### config.mk
export PLATFORM = sky130hd
export DESIGN_NAME = axi_slv_ctrl_wr_flat
export DESIGN_NICKNAME = d
export VERILOG_FILES = /design/src/rtl/axi_slv_ctrl_wr_if.sv /design/src/rtl/axi_slv_ctrl_wr.sv /design/src/flat_wrapper.sv
export SDC_FILE = /design/constraint.sdc
export NUM_CORES = 1
export LEC_CHECK = 0
export CAP_MARGIN = 5
export CORE_UTILIZATION = 45
export CTS_BUF_LIST = sky130_fd_sc_hd__clkbuf_8
export DETAILED_ROUTE_END_ITERATION = 7
export PLACE_DENSITY = 0.86
export SKIP_CTS_REPAIR_TIMING = 1
export SYNTH_ARGS = -nofsm -noshare
export SYNTH_HDL_FRONTEND = slang
export SYNTH_SLANG_ARGS = --single-unit
### constraint.sdc
create_clock -name clk -period 3 [get_ports clk]
set_input_delay 0.6 -clock clk [delete_from_list [all_inputs] [get_ports clk]]
set_output_delay 0.6 -clock clk [all_outputs]
set_load 0.05 [all_outputs]
### src/rtl/axi_slv_ctrl_wr_if.sv
// AXI4 slave write-side bus bundle (AW, W, B channels) for axi_slv_ctrl_wr.
// Width macros default here when no shared AXI definitions file is present.
`ifndef AXI_ID_WIDTH
  `define AXI_ID_WIDTH 4
`endif
`ifndef AXI_ADDR_WIDTH
  `define AXI_ADDR_WIDTH 32
`endif
`ifndef AXI_DATA_WIDTH
  `define AXI_DATA_WIDTH 32
`endif
`ifndef AXI_LEN_WIDTH
  `define AXI_LEN_WIDTH 8
`endif
`ifndef AXI_SIZE_WIDTH
  `define AXI_SIZE_WIDTH 3
`endif
`ifndef AXI_BURST_WIDTH
  `define AXI_BURST_WIDTH 2
`endif
`ifndef AXI_LOCK_WIDTH
  `define AXI_LOCK_WIDTH 1
`endif
`ifndef AXI_CACHE_WIDTH
  `define AXI_CACHE_WIDTH 4
`endif
`ifndef AXI_PROT_WIDTH
  `define AXI_PROT_WIDTH 3
`endif
`ifndef AXI_QOS_WIDTH
  `define AXI_QOS_WIDTH 4
`endif
`ifndef AXI_REGION_WIDTH
  `define AXI_REGION_WIDTH 4
`endif
`ifndef AXI_RESP_WIDTH
  `define AXI_RESP_WIDTH 2
`endif

interface axi_slv_ctrl_wr_if;
  logic [`AXI_ID_WIDTH-1:0]       axi_slv_awid;
  logic [`AXI_ADDR_WIDTH-1:0]     axi_slv_awaddr;
  logic [`AXI_LEN_WIDTH-1:0]      axi_slv_awlen;
  logic [`AXI_SIZE_WIDTH-1:0]     axi_slv_awsize;
  logic [`AXI_BURST_WIDTH-1:0]    axi_slv_awburst;
  logic [`AXI_LOCK_WIDTH-1:0]     axi_slv_awlock;
  logic [`AXI_CACHE_WIDTH-1:0]    axi_slv_awcache;
  logic [`AXI_PROT_WIDTH-1:0]     axi_slv_awprot;
  logic [`AXI_QOS_WIDTH-1:0]      axi_slv_awqos;
  logic [`AXI_REGION_WIDTH-1:0]   axi_slv_awregion;
  logic                           axi_slv_awvalid;
  logic                           axi_slv_awready;

  logic [`AXI_DATA_WIDTH-1:0]     axi_slv_wdata;
  logic [`AXI_DATA_WIDTH/8-1:0]   axi_slv_wstrb;
  logic                           axi_slv_wlast;
  logic                           axi_slv_wvalid;
  logic                           axi_slv_wready;

  logic [`AXI_ID_WIDTH-1:0]       axi_slv_bid;
  logic [`AXI_RESP_WIDTH-1:0]     axi_slv_bresp;
  logic                           axi_slv_bvalid;
  logic                           axi_slv_bready;

  modport master (
    output axi_slv_awid, axi_slv_awaddr, axi_slv_awlen, axi_slv_awsize, axi_slv_awburst,
           axi_slv_awlock, axi_slv_awcache, axi_slv_awprot, axi_slv_awqos, axi_slv_awregion,
           axi_slv_awvalid, axi_slv_wdata, axi_slv_wstrb, axi_slv_wlast, axi_slv_wvalid,
           axi_slv_bready,
    input  axi_slv_awready, axi_slv_wready, axi_slv_bid, axi_slv_bresp, axi_slv_bvalid
  );

  modport slave (
    input  axi_slv_awid, axi_slv_awaddr, axi_slv_awlen, axi_slv_awsize, axi_slv_awburst,
           axi_slv_awlock, axi_slv_awcache, axi_slv_awprot, axi_slv_awqos, axi_slv_awregion,
           axi_slv_awvalid, axi_slv_wdata, axi_slv_wstrb, axi_slv_wlast, axi_slv_wvalid,
           axi_slv_bready,
    output axi_slv_awready, axi_slv_wready, axi_slv_bid, axi_slv_bresp, axi_slv_bvalid
  );
endinterface

### src/rtl/axi_slv_ctrl_wr.sv
// AXI4 slave write controller: one burst at a time, per-beat memory write strobe, single B.
// Define AXI_SLV_WR_WRAP_EN to support WRAP bursts; otherwise WRAP completes with SLVERR.
`ifndef AXI_ID_WIDTH
  `define AXI_ID_WIDTH 4
`endif
`ifndef AXI_ADDR_WIDTH
  `define AXI_ADDR_WIDTH 32
`endif
`ifndef AXI_DATA_WIDTH
  `define AXI_DATA_WIDTH 32
`endif
`ifndef AXI_LEN_WIDTH
  `define AXI_LEN_WIDTH 8
`endif
`ifndef AXI_SIZE_WIDTH
  `define AXI_SIZE_WIDTH 3
`endif
`ifndef AXI_BURST_WIDTH
  `define AXI_BURST_WIDTH 2
`endif
`ifndef AXI_RESP_WIDTH
  `define AXI_RESP_WIDTH 2
`endif

module axi_slv_ctrl_wr #(
  parameter int ADDR_LSB = 2
) (
  input  logic                         clk,
  input  logic                         rst,
  axi_slv_ctrl_wr_if.slave             axi,
  output logic                         wr_req_en,
  output logic [`AXI_ADDR_WIDTH-1:0]   wr_addr,
  output logic [`AXI_DATA_WIDTH-1:0]   wr_data,
  output logic [`AXI_DATA_WIDTH/8-1:0] wr_strb
);
  localparam int ID_W     = `AXI_ID_WIDTH;
  localparam int ADDR_W   = `AXI_ADDR_WIDTH;
  localparam int DATA_W   = `AXI_DATA_WIDTH;
  localparam int LEN_W    = `AXI_LEN_WIDTH;
  localparam int SIZE_W   = `AXI_SIZE_WIDTH;
  localparam int BURST_W  = `AXI_BURST_WIDTH;
  localparam int RESP_W   = `AXI_RESP_WIDTH;
  localparam int STRB_W   = DATA_W / 8;
  localparam int MAX_SIZE = $clog2(STRB_W);

  localparam logic [BURST_W-1:0] BURST_FIXED = 2'b00;
  localparam logic [BURST_W-1:0] BURST_INCR  = 2'b01;
  localparam logic [BURST_W-1:0] BURST_WRAP  = 2'b10;
  localparam logic [RESP_W-1:0]  RESP_OKAY   = 2'b00;
  localparam logic [RESP_W-1:0]  RESP_SLVERR = 2'b10;

  typedef enum logic [1:0] {ST_IDLE, ST_DATA, ST_RESP} state_e;

  state_e              state_q, state_d;
  logic                awready_q, awready_d;
  logic                wready_q, wready_d;
  logic                bvalid_q, bvalid_d;
  logic [ID_W-1:0]     bid_q, bid_d;
  logic [RESP_W-1:0]   bresp_q, bresp_d;
  logic                wr_req_en_q, wr_req_en_d;
  logic [ADDR_W-1:0]   wr_addr_q, wr_addr_d;
  logic [DATA_W-1:0]   wr_data_q, wr_data_d;
  logic [STRB_W-1:0]   wr_strb_q, wr_strb_d;
  logic [ID_W-1:0]     id_q, id_d;
  logic [ADDR_W-1:0]   addr_q, addr_d;
  logic [LEN_W-1:0]    len_q, len_d;
  logic [SIZE_W-1:0]   size_q, size_d;
  logic [BURST_W-1:0]  burst_q, burst_d;
  logic [LEN_W-1:0]    cnt_q, cnt_d;
  logic                aw_err_q, aw_err_d;   // burst-level error: beats are swallowed, not written
  logic                err_q, err_d;         // any error, reported in B

  logic              aw_hs, w_hs, b_hs;
  logic              aw_err, last_beat, wlast_err;
  logic [ADDR_W-1:0] beat_bytes, next_addr;

  assign aw_hs     = axi.axi_slv_awvalid & awready_q;
  assign w_hs      = axi.axi_slv_wvalid & wready_q;
  assign b_hs      = bvalid_q & axi.axi_slv_bready;
  assign last_beat = (cnt_q == len_q);
  assign wlast_err = (axi.axi_slv_wlast != last_beat);

  always_comb begin
    aw_err = (axi.axi_slv_awburst == 2'b11) ||
             (axi.axi_slv_awsize > SIZE_W'(MAX_SIZE));
`ifdef AXI_SLV_WR_WRAP_EN
    if (axi.axi_slv_awburst == BURST_WRAP && !(axi.axi_slv_awlen inside {8'd1, 8'd3, 8'd7, 8'd15}))
      aw_err = 1'b1;
`else
    if (axi.axi_slv_awburst == BURST_WRAP)
      aw_err = 1'b1;
`endif
  end

`ifdef AXI_SLV_WR_WRAP_EN
  logic [ADDR_W-1:0] wrap_win;
  assign wrap_win = (ADDR_W'(len_q) + ADDR_W'(1)) << size_q;
`endif

  // Address of the following beat, derived from the current beat address.
  always_comb begin
    beat_bytes = ADDR_W'(1) << size_q;
    next_addr  = addr_q;
    case (burst_q)
      BURST_FIXED: next_addr = addr_q;
      BURST_INCR:  next_addr = (addr_q & ~(beat_bytes - ADDR_W'(1))) + beat_bytes;
`ifdef AXI_SLV_WR_WRAP_EN
      BURST_WRAP:  next_addr = (addr_q & ~(wrap_win - ADDR_W'(1))) |
                               ((addr_q + beat_bytes) & (wrap_win - ADDR_W'(1)));
`endif
      default:     next_addr = addr_q;
    endcase
  end

  always_comb begin
    // NOTE: every _d signal takes a default first so no path through the case infers a latch.
    state_d     = state_q;
    awready_d   = awready_q;
    wready_d    = wready_q;
    bvalid_d    = bvalid_q;
    bid_d       = bid_q;
    bresp_d     = bresp_q;
    wr_req_en_d = 1'b0;
    wr_addr_d   = wr_addr_q;
    wr_data_d   = wr_data_q;
    wr_strb_d   = wr_strb_q;
    id_d        = id_q;
    addr_d      = addr_q;
    len_d       = len_q;
    size_d      = size_q;
    burst_d     = burst_q;
    cnt_d       = cnt_q;
    aw_err_d    = aw_err_q;
    err_d       = err_q;

    case (state_q)
      ST_IDLE: begin
        awready_d = 1'b1;
        if (aw_hs) begin
          state_d   = ST_DATA;
          awready_d = 1'b0;
          wready_d  = 1'b1;
          id_d      = axi.axi_slv_awid;
          addr_d    = axi.axi_slv_awaddr;
          len_d     = axi.axi_slv_awlen;
          size_d    = axi.axi_slv_awsize;
          burst_d   = axi.axi_slv_awburst;
          cnt_d     = '0;
          aw_err_d  = aw_err;
          err_d     = aw_err;
        end
      end
      ST_DATA: begin
        if (w_hs) begin
          if (!aw_err_q) begin
            wr_req_en_d = 1'b1;
            wr_addr_d   = addr_q;
            wr_data_d   = axi.axi_slv_wdata;
            wr_strb_d   = axi.axi_slv_wstrb;
          end
          addr_d = next_addr;
          cnt_d  = cnt_q + LEN_W'(1);
          err_d  = err_q | wlast_err;
          if (last_beat) begin
            state_d  = ST_RESP;
            wready_d = 1'b0;
            bvalid_d = 1'b1;
            bid_d    = id_q;
            bresp_d  = (err_q | wlast_err) ? RESP_SLVERR : RESP_OKAY;
          end
        end
      end
      ST_RESP: begin
        if (b_hs) begin
          state_d   = ST_IDLE;
          bvalid_d  = 1'b0;
          awready_d = 1'b1;
        end
      end
      default: state_d = ST_IDLE;
    endcase
  end

  always_ff @(posedge clk) begin
    // NOTE: sequential state uses non-blocking assignments so every flop samples pre-edge values.
    if (rst) begin
      state_q     <= ST_IDLE;
      awready_q   <= 1'b0;
      wready_q    <= 1'b0;
      bvalid_q    <= 1'b0;
      bid_q       <= '0;
      bresp_q     <= '0;
      wr_req_en_q <= 1'b0;
      wr_addr_q   <= '0;
      wr_data_q   <= '0;
      wr_strb_q   <= '0;
      id_q        <= '0;
      addr_q      <= '0;
      len_q       <= '0;
      size_q      <= '0;
      burst_q     <= '0;
      cnt_q       <= '0;
      aw_err_q    <= 1'b0;
      err_q       <= 1'b0;
    end else begin
      state_q     <= state_d;
      awready_q   <= awready_d;
      wready_q    <= wready_d;
      bvalid_q    <= bvalid_d;
      bid_q       <= bid_d;
      bresp_q     <= bresp_d;
      wr_req_en_q <= wr_req_en_d;
      wr_addr_q   <= wr_addr_d;
      wr_data_q   <= wr_data_d;
      wr_strb_q   <= wr_strb_d;
      id_q        <= id_d;
      addr_q      <= addr_d;
      len_q       <= len_d;
      size_q      <= size_d;
      burst_q     <= burst_d;
      cnt_q       <= cnt_d;
      aw_err_q    <= aw_err_d;
      err_q       <= err_d;
    end
  end

  assign axi.axi_slv_awready = awready_q;
  assign axi.axi_slv_wready  = wready_q;
  assign axi.axi_slv_bvalid  = bvalid_q;
  assign axi.axi_slv_bid     = bid_q;
  assign axi.axi_slv_bresp   = bresp_q;
  assign wr_req_en           = wr_req_en_q;
  assign wr_addr             = wr_addr_q;
  assign wr_data             = wr_data_q;
  assign wr_strb             = wr_strb_q;

  // Attributes the memory has no use for; ADDR_LSB is descriptive only.
  logic unused_ok;
  assign unused_ok = ^{axi.axi_slv_awlock, axi.axi_slv_awcache, axi.axi_slv_awprot,
                       axi.axi_slv_awqos, axi.axi_slv_awregion, 1'(ADDR_LSB)};
endmodule

### src/flat_wrapper.sv
// flat-port wrapper written by rule: the top's interface ports become plain ports
module axi_slv_ctrl_wr_flat 
#(
  parameter int ADDR_LSB = 2
)
  (clk, rst, wr_req_en, wr_addr, wr_data, wr_strb, axi_axi_slv_awid, axi_axi_slv_awaddr, axi_axi_slv_awlen, axi_axi_slv_awsize, axi_axi_slv_awburst, axi_axi_slv_awlock, axi_axi_slv_awcache, axi_axi_slv_awprot, axi_axi_slv_awqos, axi_axi_slv_awregion, axi_axi_slv_awvalid, axi_axi_slv_wdata, axi_axi_slv_wstrb, axi_axi_slv_wlast, axi_axi_slv_wvalid, axi_axi_slv_bready, axi_axi_slv_awready, axi_axi_slv_wready, axi_axi_slv_bid, axi_axi_slv_bresp, axi_axi_slv_bvalid);
  axi_slv_ctrl_wr_if axi_i ();
  input  logic clk;
  input  logic rst;
  output logic wr_req_en;
  output logic [`AXI_ADDR_WIDTH-1:0] wr_addr;
  output logic [`AXI_DATA_WIDTH-1:0] wr_data;
  output logic [`AXI_DATA_WIDTH/8-1:0] wr_strb;
  input wire logic [$bits(axi_i.axi_slv_awid)-1:0] axi_axi_slv_awid;
  input wire logic [$bits(axi_i.axi_slv_awaddr)-1:0] axi_axi_slv_awaddr;
  input wire logic [$bits(axi_i.axi_slv_awlen)-1:0] axi_axi_slv_awlen;
  input wire logic [$bits(axi_i.axi_slv_awsize)-1:0] axi_axi_slv_awsize;
  input wire logic [$bits(axi_i.axi_slv_awburst)-1:0] axi_axi_slv_awburst;
  input wire logic [$bits(axi_i.axi_slv_awlock)-1:0] axi_axi_slv_awlock;
  input wire logic [$bits(axi_i.axi_slv_awcache)-1:0] axi_axi_slv_awcache;
  input wire logic [$bits(axi_i.axi_slv_awprot)-1:0] axi_axi_slv_awprot;
  input wire logic [$bits(axi_i.axi_slv_awqos)-1:0] axi_axi_slv_awqos;
  input wire logic [$bits(axi_i.axi_slv_awregion)-1:0] axi_axi_slv_awregion;
  input wire logic [$bits(axi_i.axi_slv_awvalid)-1:0] axi_axi_slv_awvalid;
  input wire logic [$bits(axi_i.axi_slv_wdata)-1:0] axi_axi_slv_wdata;
  input wire logic [$bits(axi_i.axi_slv_wstrb)-1:0] axi_axi_slv_wstrb;
  input wire logic [$bits(axi_i.axi_slv_wlast)-1:0] axi_axi_slv_wlast;
  input wire logic [$bits(axi_i.axi_slv_wvalid)-1:0] axi_axi_slv_wvalid;
  input wire logic [$bits(axi_i.axi_slv_bready)-1:0] axi_axi_slv_bready;
  output wire logic [$bits(axi_i.axi_slv_awready)-1:0] axi_axi_slv_awready;
  output wire logic [$bits(axi_i.axi_slv_wready)-1:0] axi_axi_slv_wready;
  output wire logic [$bits(axi_i.axi_slv_bid)-1:0] axi_axi_slv_bid;
  output wire logic [$bits(axi_i.axi_slv_bresp)-1:0] axi_axi_slv_bresp;
  output wire logic [$bits(axi_i.axi_slv_bvalid)-1:0] axi_axi_slv_bvalid;
  assign axi_i.axi_slv_awid = axi_axi_slv_awid;
  assign axi_i.axi_slv_awaddr = axi_axi_slv_awaddr;
  assign axi_i.axi_slv_awlen = axi_axi_slv_awlen;
  assign axi_i.axi_slv_awsize = axi_axi_slv_awsize;
  assign axi_i.axi_slv_awburst = axi_axi_slv_awburst;
  assign axi_i.axi_slv_awlock = axi_axi_slv_awlock;
  assign axi_i.axi_slv_awcache = axi_axi_slv_awcache;
  assign axi_i.axi_slv_awprot = axi_axi_slv_awprot;
  assign axi_i.axi_slv_awqos = axi_axi_slv_awqos;
  assign axi_i.axi_slv_awregion = axi_axi_slv_awregion;
  assign axi_i.axi_slv_awvalid = axi_axi_slv_awvalid;
  assign axi_i.axi_slv_wdata = axi_axi_slv_wdata;
  assign axi_i.axi_slv_wstrb = axi_axi_slv_wstrb;
  assign axi_i.axi_slv_wlast = axi_axi_slv_wlast;
  assign axi_i.axi_slv_wvalid = axi_axi_slv_wvalid;
  assign axi_i.axi_slv_bready = axi_axi_slv_bready;
  assign axi_axi_slv_awready = axi_i.axi_slv_awready;
  assign axi_axi_slv_wready = axi_i.axi_slv_wready;
  assign axi_axi_slv_bid = axi_i.axi_slv_bid;
  assign axi_axi_slv_bresp = axi_i.axi_slv_bresp;
  assign axi_axi_slv_bvalid = axi_i.axi_slv_bvalid;
  axi_slv_ctrl_wr #(.ADDR_LSB(ADDR_LSB)) u_core (.clk(clk), .rst(rst), .axi(axi_i), .wr_req_en(wr_req_en), .wr_addr(wr_addr), .wr_data(wr_data), .wr_strb(wr_strb));
endmodule
# Word-level counts from Yosys, hierarchy flattened
# Cells that the tools add are included.
# totals
ff_bits	139
latchBits	0
mem_bits_rw	0
mem_bits_ro	0
in_bits	107
mem_count	0
# classes
add_sub_neg	3
multipliers	0
div	0
magnitude_cmp	1
n_eq_ne	12
shift	1
muxes	29
bitwise_logic	9
reduce_logical	15
# ops
cell	count
32-bit two-way mux	3
32-bit one-hot mux with 2 select lines	1
32-bit adder	1
32-bit AND	1
32-bit inverter	1
1-bit by 3-bit << shifter with 32-bit output (first input constant)	1
32-bit by 1-bit subtractor with 32-bit output (second input constant)	1
8-bit two-way mux	2
8-bit one-hot mux with 2 select lines	1
4-bit AND reduction	4
1-bit two-way mux	12
2-bit two-way mux	5
3-bit AND reduction	3
8-bit by 1-bit adder with 8-bit output (second input constant)	1
8-bit == test	1
2-bit by 1-bit != test with 1-bit output (second input constant)	4
1-bit one-hot mux with 2 select lines	4
2-bit == test (second input constant)	3
2-bit one-hot mux with 3 select lines	1
2-bit nonzero test	3
2-bit by 1-bit == test with 1-bit output (second input constant)	2
2-bit AND reduction	2
1-bit AND	3
3-bit by 2-bit > comparator with 1-bit output (second input constant)	1
7 further kinds	9

# Logic depth before layout (Yosys ltp)
# Gate-level depths: netlist of run 1.
# depth
ltp_word	8
depth_mapped	13
mapped_depth_nobuf	10

# Least setup slack after synthesis of run 1
# Ideal clock, no wire load.
# synth_path
path_type	register to register
startpoint	reg u_core.size_q[2]
endpoint	reg u_core.addr_q[18]
setup_ns	0.122
t_arrival_ns	2.883
t_required_ns	2.878
setup_slack_ns	-0.005
stages_incl_launch_ff	13
period_less_slack_ns	3.005
path_cell_list	dfxtp_1 -> buf_6 -> clkbuf_1 -> and3_1 -> inv_1 -> ha_1 -> and2_1 -> ha_1 -> and4b_1 -> a221o_1 -> o21a_1 -> buf_2 -> a311o_1
# synth_between
elab_chain_len	8
# synth_rtl
element	line	source
from (decl)	axi_slv_ctrl_wr.sv:67	logic [SIZE_W-1:0] size_q, size_d;
from (signal assigned)	axi_slv_ctrl_wr.sv:219	size_q <= size_d;
1-bit by 3-bit << shifter with 32-bit output (*)	axi_slv_ctrl_wr.sv:102	beat_bytes = ADDR_W'(1) << size_q;
32-bit by 1-bit subtractor with 32-bit output	axi_slv_ctrl_wr.sv:106	BURST_INCR: next_addr = (addr_q & ~(beat_bytes - ADDR_W'(1))) + beat_bytes;
32-bit inverter	axi_slv_ctrl_wr.sv:106	
32-bit AND	axi_slv_ctrl_wr.sv:106	
32-bit adder (*)	axi_slv_ctrl_wr.sv:106	
32-bit two-way mux (*)	axi_slv_ctrl_wr.sv:104	case (burst_q)
32-bit two-way mux (*)	axi_slv_ctrl_wr.sv:154	if (w_hs) begin
32-bit one-hot mux with 2 select lines (*)	axi_slv_ctrl_wr.sv:136	case (state_q)
to (signal assigned)	axi_slv_ctrl_wr.sv:217	addr_q <= addr_d;
to (decl)	axi_slv_ctrl_wr.sv:65	logic [ADDR_W-1:0] addr_q, addr_d;
# Every way passes the cells marked *; elsewhere a longest branch is shown, timed or not. The select of a mux whose other input is x is not followed.
# A chain may end at the register's enable or synchronous reset.

# Final worst setup path of run 1
# layout_path
startpoint	reg u_core.size_q[2]
endpoint	reg u_core.addr_q[22]
# Same word-level chain as after synthesis.

==> results.sh, run 1 <==
export IMPL_crit_path_start_kind="register"
export IMPL_finalCriticalPeriod_ps=2790
export IMPL_worstHoldPathType="register to register"
export IMPL_synth_avg_cell_area_um2=7.77
export IMPL_viasPerCell=5.42
export IMPL_ff2ff_setup_slack_ps=210
export IMPL_slowest_delay_ps=550
export IMPL_grt_setup_unrepaired="no"
export IMPL_clockBufferDepth=2
export IMPL_arrival_ps=3190
export IMPL_drc=0
export IMPL_first_iter_violations=544
export IMPL_synth_nets=941
export IMPL_ios=185
export IMPL_crit_path_end_kind="register"
export IMPL_utilization=0.626
export IMPL_outcome="finished, final reports clean"
export IMPL_tightest_slew_ps=784
export IMPL_portBuffers=167
export IMPL_critPathSlowestCell="or4_1"
export IMPL_critPathKind="register to register"
export IMPL_powerDensity_nw_per_um2=472
export IMPL_grt_pass1_vias=5869
export IMPL_tritoncts="built"
export IMPL_die_h_um=122
export IMPL_synthesis_instances=829
export IMPL_post_drt_wl_per_cell_um=15.3
export IMPL_slew_violations=0
export IMPL_core_area_um2=13900
export IMPL_finClkSkew_ps=14.4
export IMPL_nets=1091
export IMPL_die_area_um2=14800
export IMPL_grt_pass1_wl_mm=29.0
export IMPL_numCtsBuffers=17
export IMPL_track_usage=0.248
export IMPL_critPathMaxFanout=18
export IMPL_clkSinkCount=138
export IMPL_setup_tns_ps=0
export IMPL_leakage_nw=2.95
export IMPL_synth_top_area_cell="dfxtp_1"
export IMPL_grt_overflow=0
export IMPL_vias=6350
export IMPL_synth_distinct_cells=74
export IMPL_start_util=0.462
export IMPL_core_rowCount=43
export IMPL_critPathRequiredTime_ps=3400
export IMPL_first_pass_iters=5
export IMPL_synth_seq_cells=138
export IMPL_crit_top_cell="and2_1"
export IMPL_cts_reportedPaths_clkPinSlew_ps=80
export IMPL_synth_commonest_cells="215 x nand2_1, 138 x dfxtp_1, 116 x a21oi_1"
export IMPL_async_flop_share=0
export IMPL_die_width_um=122
export IMPL_ys_flop_type="dfxtp_1"
export IMPL_place_congestion=0.888
export IMPL_htreeDepth=4
export IMPL_grt_max_degree=70
export IMPL_cap_viol_max_count=0
export IMPL_wl_mm=17.9
export IMPL_fin_crit_sh=0.931
export IMPL_max_freq_ghz=0.358
export IMPL_ys_warn_count=0
export IMPL_synth_edff_count=0
export IMPL_relSlewSlack=0.476
export IMPL_synth_most_common_cell="nand2_1"
export IMPL_antenna_found_initial=0
export IMPL_antennaDiodeCount=0
export IMPL_ir_worst_vdd_v=0.000324
export IMPL_syn_to_final_growth_pct=35.4
export IMPL_clock_latency_ps=460
export IMPL_layout_drive_gt1_share=0.0786
export IMPL_netlist_area_um2=6440
export IMPL_synth_top_area_frac=0.429
export IMPL_hpwl_mm=12.2
export IMPL_timing_final_ws_setup_ps=207
export IMPL_dp_slack_ps=117
export IMPL_hold_viol=0
export IMPL_drtAntennaViolNets=0
export IMPL_seq_area_frac_synth=0.429
export IMPL_setup_violations_final=0
export IMPL_worstPathCellList="buf_6, nand2_1, and2_1, ha_1, and2_1, o21ai_2, nor4_4, o21ai_1, or4_1, nand3_1"
export IMPL_ys_top_cells_by_area="dfxtp_1 43%, nand2_1 13%, a21oi_1 9.0%"
export IMPL_cts_root_buf="clkbuf_8"
==> worst max-delay path, delay by kind of cell (launching register included) <==
family	cells	cell delay [ps]
flip-flops	1	390
AND/OR/NAND/NOR	6	1490
AO/OA/AOI/OAI	2	340
buffers and inverters	1	190
adder cells (fa/ha/maj)	1	320
==> cells by family (layout without fill, tap and decap cells) <==
logic type	count (synthesis)	count (layout)	synth area share
multiplexers	8	8	0.0126
buffers and inverters	68	231	0.0456
flip-flops	138	138	0.429
XOR/XNOR	20	20	0.0272
adder cells (fa/ha/maj)	5	5	0.00971
AO/OA/AOI/OAI	220	220	0.219
AND/OR/NAND/NOR	369	369	0.256
other	1	1	0.000582
==> stage by stage <==
stage | cells | area (µm²) | hold slack (ps) | power, mW
floorplan | 829 | 6440 | 436 | 2.30
global placement | 1140 | 8280 | 441 | 2.53
detailed placement | 1140 | 8280 | 445 | 2.54
CTS | 1172 | 8710 | 456 | 4.14
global route | 1172 | 8720 | 469 | 4.29
finish | 1172 | 8720 | 453 | 4.12
==> metal layers <==
| metal | up-vias | global-route usage | part of all wire |
|---|---|---|---|
| met3 | 26 | 0.0665 | 0.081 |
| met4 | 0 | 0.0949 | 0.017 |
| met2 | 238 | 0.396 | 0.47 |
| met1 | 2897 | 0.320 | 0.44 |
| li1 | 3189 | - | - |
| met5 | - | 0 | 0 |
==> sequential cells by signal, indices dropped and copies added (netlist names) <==
name,count
u_core.addr_q,32
u_core.aw_err_q,1
u_core.axi.axi_slv_awready,1
u_core.axi.axi_slv_bid,4
u_core.axi.axi_slv_bresp,1
u_core.axi.axi_slv_bvalid,1
u_core.axi.axi_slv_wready,1
u_core.burst_q,2
u_core.cnt_q,8
u_core.err_q,1
u_core.id_q,4
u_core.len_q,8
u_core.size_q,3
u_core.state_q,2
u_core.wr_addr,32
u_core.wr_data,32
u_core.wr_req_en,1
u_core.wr_strb,4
==> cells in the final DEF (no fill, tap or decap), drive strengths merged, types with 9 or more instances in the layout <==
cell type | synthesis | routed
o21ai | 16 | 16
nand2 | 216 | 216
xnor2 | 14 | 14
a211oi | 10 | 10
clkdlybuf4s50 | 0 | 166
and3 | 13 | 13
nand3 | 25 | 25
nor2 | 59 | 59
buf | 16 | 24
nor3 | 11 | 11
dfxtp | 138 | 138
a21oi | 119 | 119
a21o | 9 | 9
inv | 9 | 11
clkbuf | 43 | 20
==> final timing paths <==
check | start | endpoint | cells past startpoint
max | u_core.size_q[2] | u_core.addr_q[22] | 10
min | u_core.wr_addr[30] | u_core.wr_addr[30] | 2
max reg2reg | u_core.size_q[2] | u_core.addr_q[22] | 10
min reg2reg | u_core.wr_addr[30] | u_core.wr_addr[30] | 2
==> final cells by class <==
cell class / count / area (µm²)
fillers: 1201 / 5210
clock buffers: 20 / 275
inverters: 9 / 33.8
repair buffers: 190 / 1870
multi-input cells: 623 / 3400
clock inverters: 12 / 149
well taps: 180 / 225
flip-flops and latches: 138 / 2770
==> report_power, final <==
| group | switching [mW] | internal (mW) | total [mW] |
|---|---|---|---|
| clock | 0.727 | 0.883 | 1.61 |
| combinational | 0.286 | 0.258 | 0.544 |
| sequential | 0.0742 | 1.89 | 1.96 |
Power figures use the tool's default switching activity.
==> inputs of run 2 (changes only) <==
GPL_TIMING_DRIVEN = 0   (was not set)
==> run 2 against run 1 <==
  * Wire length is 17% higher
  * Critical path depth is 4 higher
  * Register-to-register slack worse by 160 ps
  * Non-clock buffer count is 57 higher
  * Count of clock-buffer cells in the layout is 1 lower
  * Total power is 3.3% lower
  * Critical endpoint is now u_core.addr_q[26]
  * Largest power group unchanged
==> results.sh, run 2 (synthesis results as in run 1) <==
export IMPL_finalCriticalPeriod_ps=2960
export IMPL_syn_to_final_growth_pct=39.4
export IMPL_multi_input_area_um2=3440
export IMPL_drc=0
export IMPL_numCtsBuffers=17
export IMPL_vias=6899
export IMPL_cap_viol_max_count=0
export IMPL_first_pass_iters=6
export IMPL_core_rowCount=43
export IMPL_clockBufferDepth=2
export IMPL_wl_mm=20.9
export IMPL_grt_overflow=0
export IMPL_cts_reportedPaths_clkPinSlew_ps=80
export IMPL_relSlewSlack=0.398
export IMPL_place_congestion=0.953
export IMPL_slew_violations=0
export IMPL_antennaDiodeCount=0
export IMPL_grt_pass1_wl_mm=31.4
export IMPL_timing_final_ws_setup_ps=42.1
export IMPL_die_width_um=122
export IMPL_htreeDepth=4
export IMPL_critPathSlowestCell="a221o_1"
export IMPL_max_freq_ghz=0.338
export IMPL_first_iter_violations=682
export IMPL_crit_path_start_kind="register"
export IMPL_die_area_um2=14800
export IMPL_hold_viol=0
export IMPL_fillCellCount=1174
export IMPL_nets=1148
export IMPL_tightest_slew_ps=903
export IMPL_grt_pass1_vias=6255
export IMPL_powerDensity_nw_per_um2=443
export IMPL_outcome="finished, final reports clean"
export IMPL_ios=185
export IMPL_finalPower_mw=3.98
export IMPL_critPathKind="register to register"
export IMPL_clkSinkCount=138
export IMPL_drtAntennaViolNets=0
export IMPL_post_drt_wl_per_cell_um=17.0
export IMPL_portBuffers=166
export IMPL_critPathMaxFanout=6
export IMPL_crit_path_end_kind="register"
export IMPL_final_cell_mix="215 x nand2_1, 166 x clkdlybuf4s50_1, 135 x dfxtp_1, 116 x a21oi_1, 58 x nor2_1"
export IMPL_crit_family="simple AND/OR/NAND/NOR gates"
export IMPL_setup_tns_ps=0
export IMPL_layout_drive_gt1_share=0.0935
export IMPL_tritoncts="built"
export IMPL_fin_crit_sh=0.986
export IMPL_grt_max_degree=17
export IMPL_final_common_cell="nand2_1"
export IMPL_start_util=0.462
export IMPL_core_area_um2=13900
export IMPL_finClkSkew_ps=15.3
export IMPL_clock_latency_ps=450
export IMPL_setup_violations_final=0
export IMPL_hpwl_mm=14.3
export IMPL_die_h_um=122
export IMPL_worstHoldPathType="register to register"
export IMPL_ir_worst_vdd_v=0.000261
export IMPL_dp_slack_ps=-359
export IMPL_cts_root_buf="clkbuf_8"
export IMPL_path_buf_inv=5
export IMPL_leakage_nw=3.05
export IMPL_viasPerCell=5.62
export IMPL_antenna_found_initial=0
export IMPL_slowest_delay_ps=410
export IMPL_track_usage=0.272
export IMPL_critPathRequiredTime_ps=3310
export IMPL_worstPathCellList="buf_8, buf_8, and3_4, inv_1, ha_1, and2_4, ha_4, and4b_1, a221o_1, o21a_1, buf_6, buf_4, nand3_1, nand3_1"
export IMPL_arrival_ps=3270
export IMPL_seqCellArea_um2=2770
==> run 2: cell types whose count changed in the layout (fill, tap and decap cells not counted), sizes merged <==
cell	before	now
clkbuf	20	61
clkinv	5	6
buf	24	39
inv	11	9
bufinv	3	1
clkinvlp	2	5
==> run 2: worst reg2reg max path, delay by kind of cell, from the launching register on <==
kind                     cells  cell delay (ps)
AND/OR/NAND/NOR              5              700
AO/OA/AOI/OAI                2              680
buffers and inverters        5              550
adder cells (fa/ha/maj)      2              530
flip-flops                   1              360
==> run 2: area by class of cell <==
type	count	area share
buffer	59	0.0343
clock buffer	19	0.0291
clock inverter	12	0.0113
inverter	9	0.00376
multi-input combinational	623	0.383
sequential	138	0.308
tap	180	0.0251
timing repair buffer	188	0.205
==> run 2: worst paths after layout <==
kind              depth (start not counted)  slack (ps)                 end                from
setup / recovery                         14          40   u_core.addr_q[26]    u_core.size_q[2]
hold / removal                            2         450  u_core.wr_data[28]  u_core.wr_data[28]
setup reg to reg                         14          40   u_core.addr_q[26]    u_core.size_q[2]
hold reg to reg                           2         450  u_core.wr_data[28]  u_core.wr_data[28]
==> run 2: stage by stage <==
step / utilization / area (µm²) / hold slack, ps / instances
after global routing: 0.644 / 8980 / 468 / 1228
after CTS: 0.624 / 8690 / 456 / 1206
after global placement: 0.598 / 8330 / 441 / 1175
after detailed placement: 0.598 / 8330 / 445 / 1175
after floorplan: - / 6440 / 436 / 829
final: 0.644 / 8980 / 455 / 1228
==> run 2: per-layer routing <==
metal / vias up / wire, µm / global-route usage
li1: 3295 / - / -
met1: 3110 / 8360 / 0.346
met2: 432 / 9540 / 0.435
met3: 62 / 2210 / 0.0726
met4: 0 / 739 / 0.111
met5: - / 0 / 0
==> run 2: power by group <==
group / leakage, nW / internal [mW] / switching [mW]
registers: 1.12 / 1.89 / 0.0667
clock network: 0.175 / 0.686 / 0.735
logic: 1.75 / 0.271 / 0.335
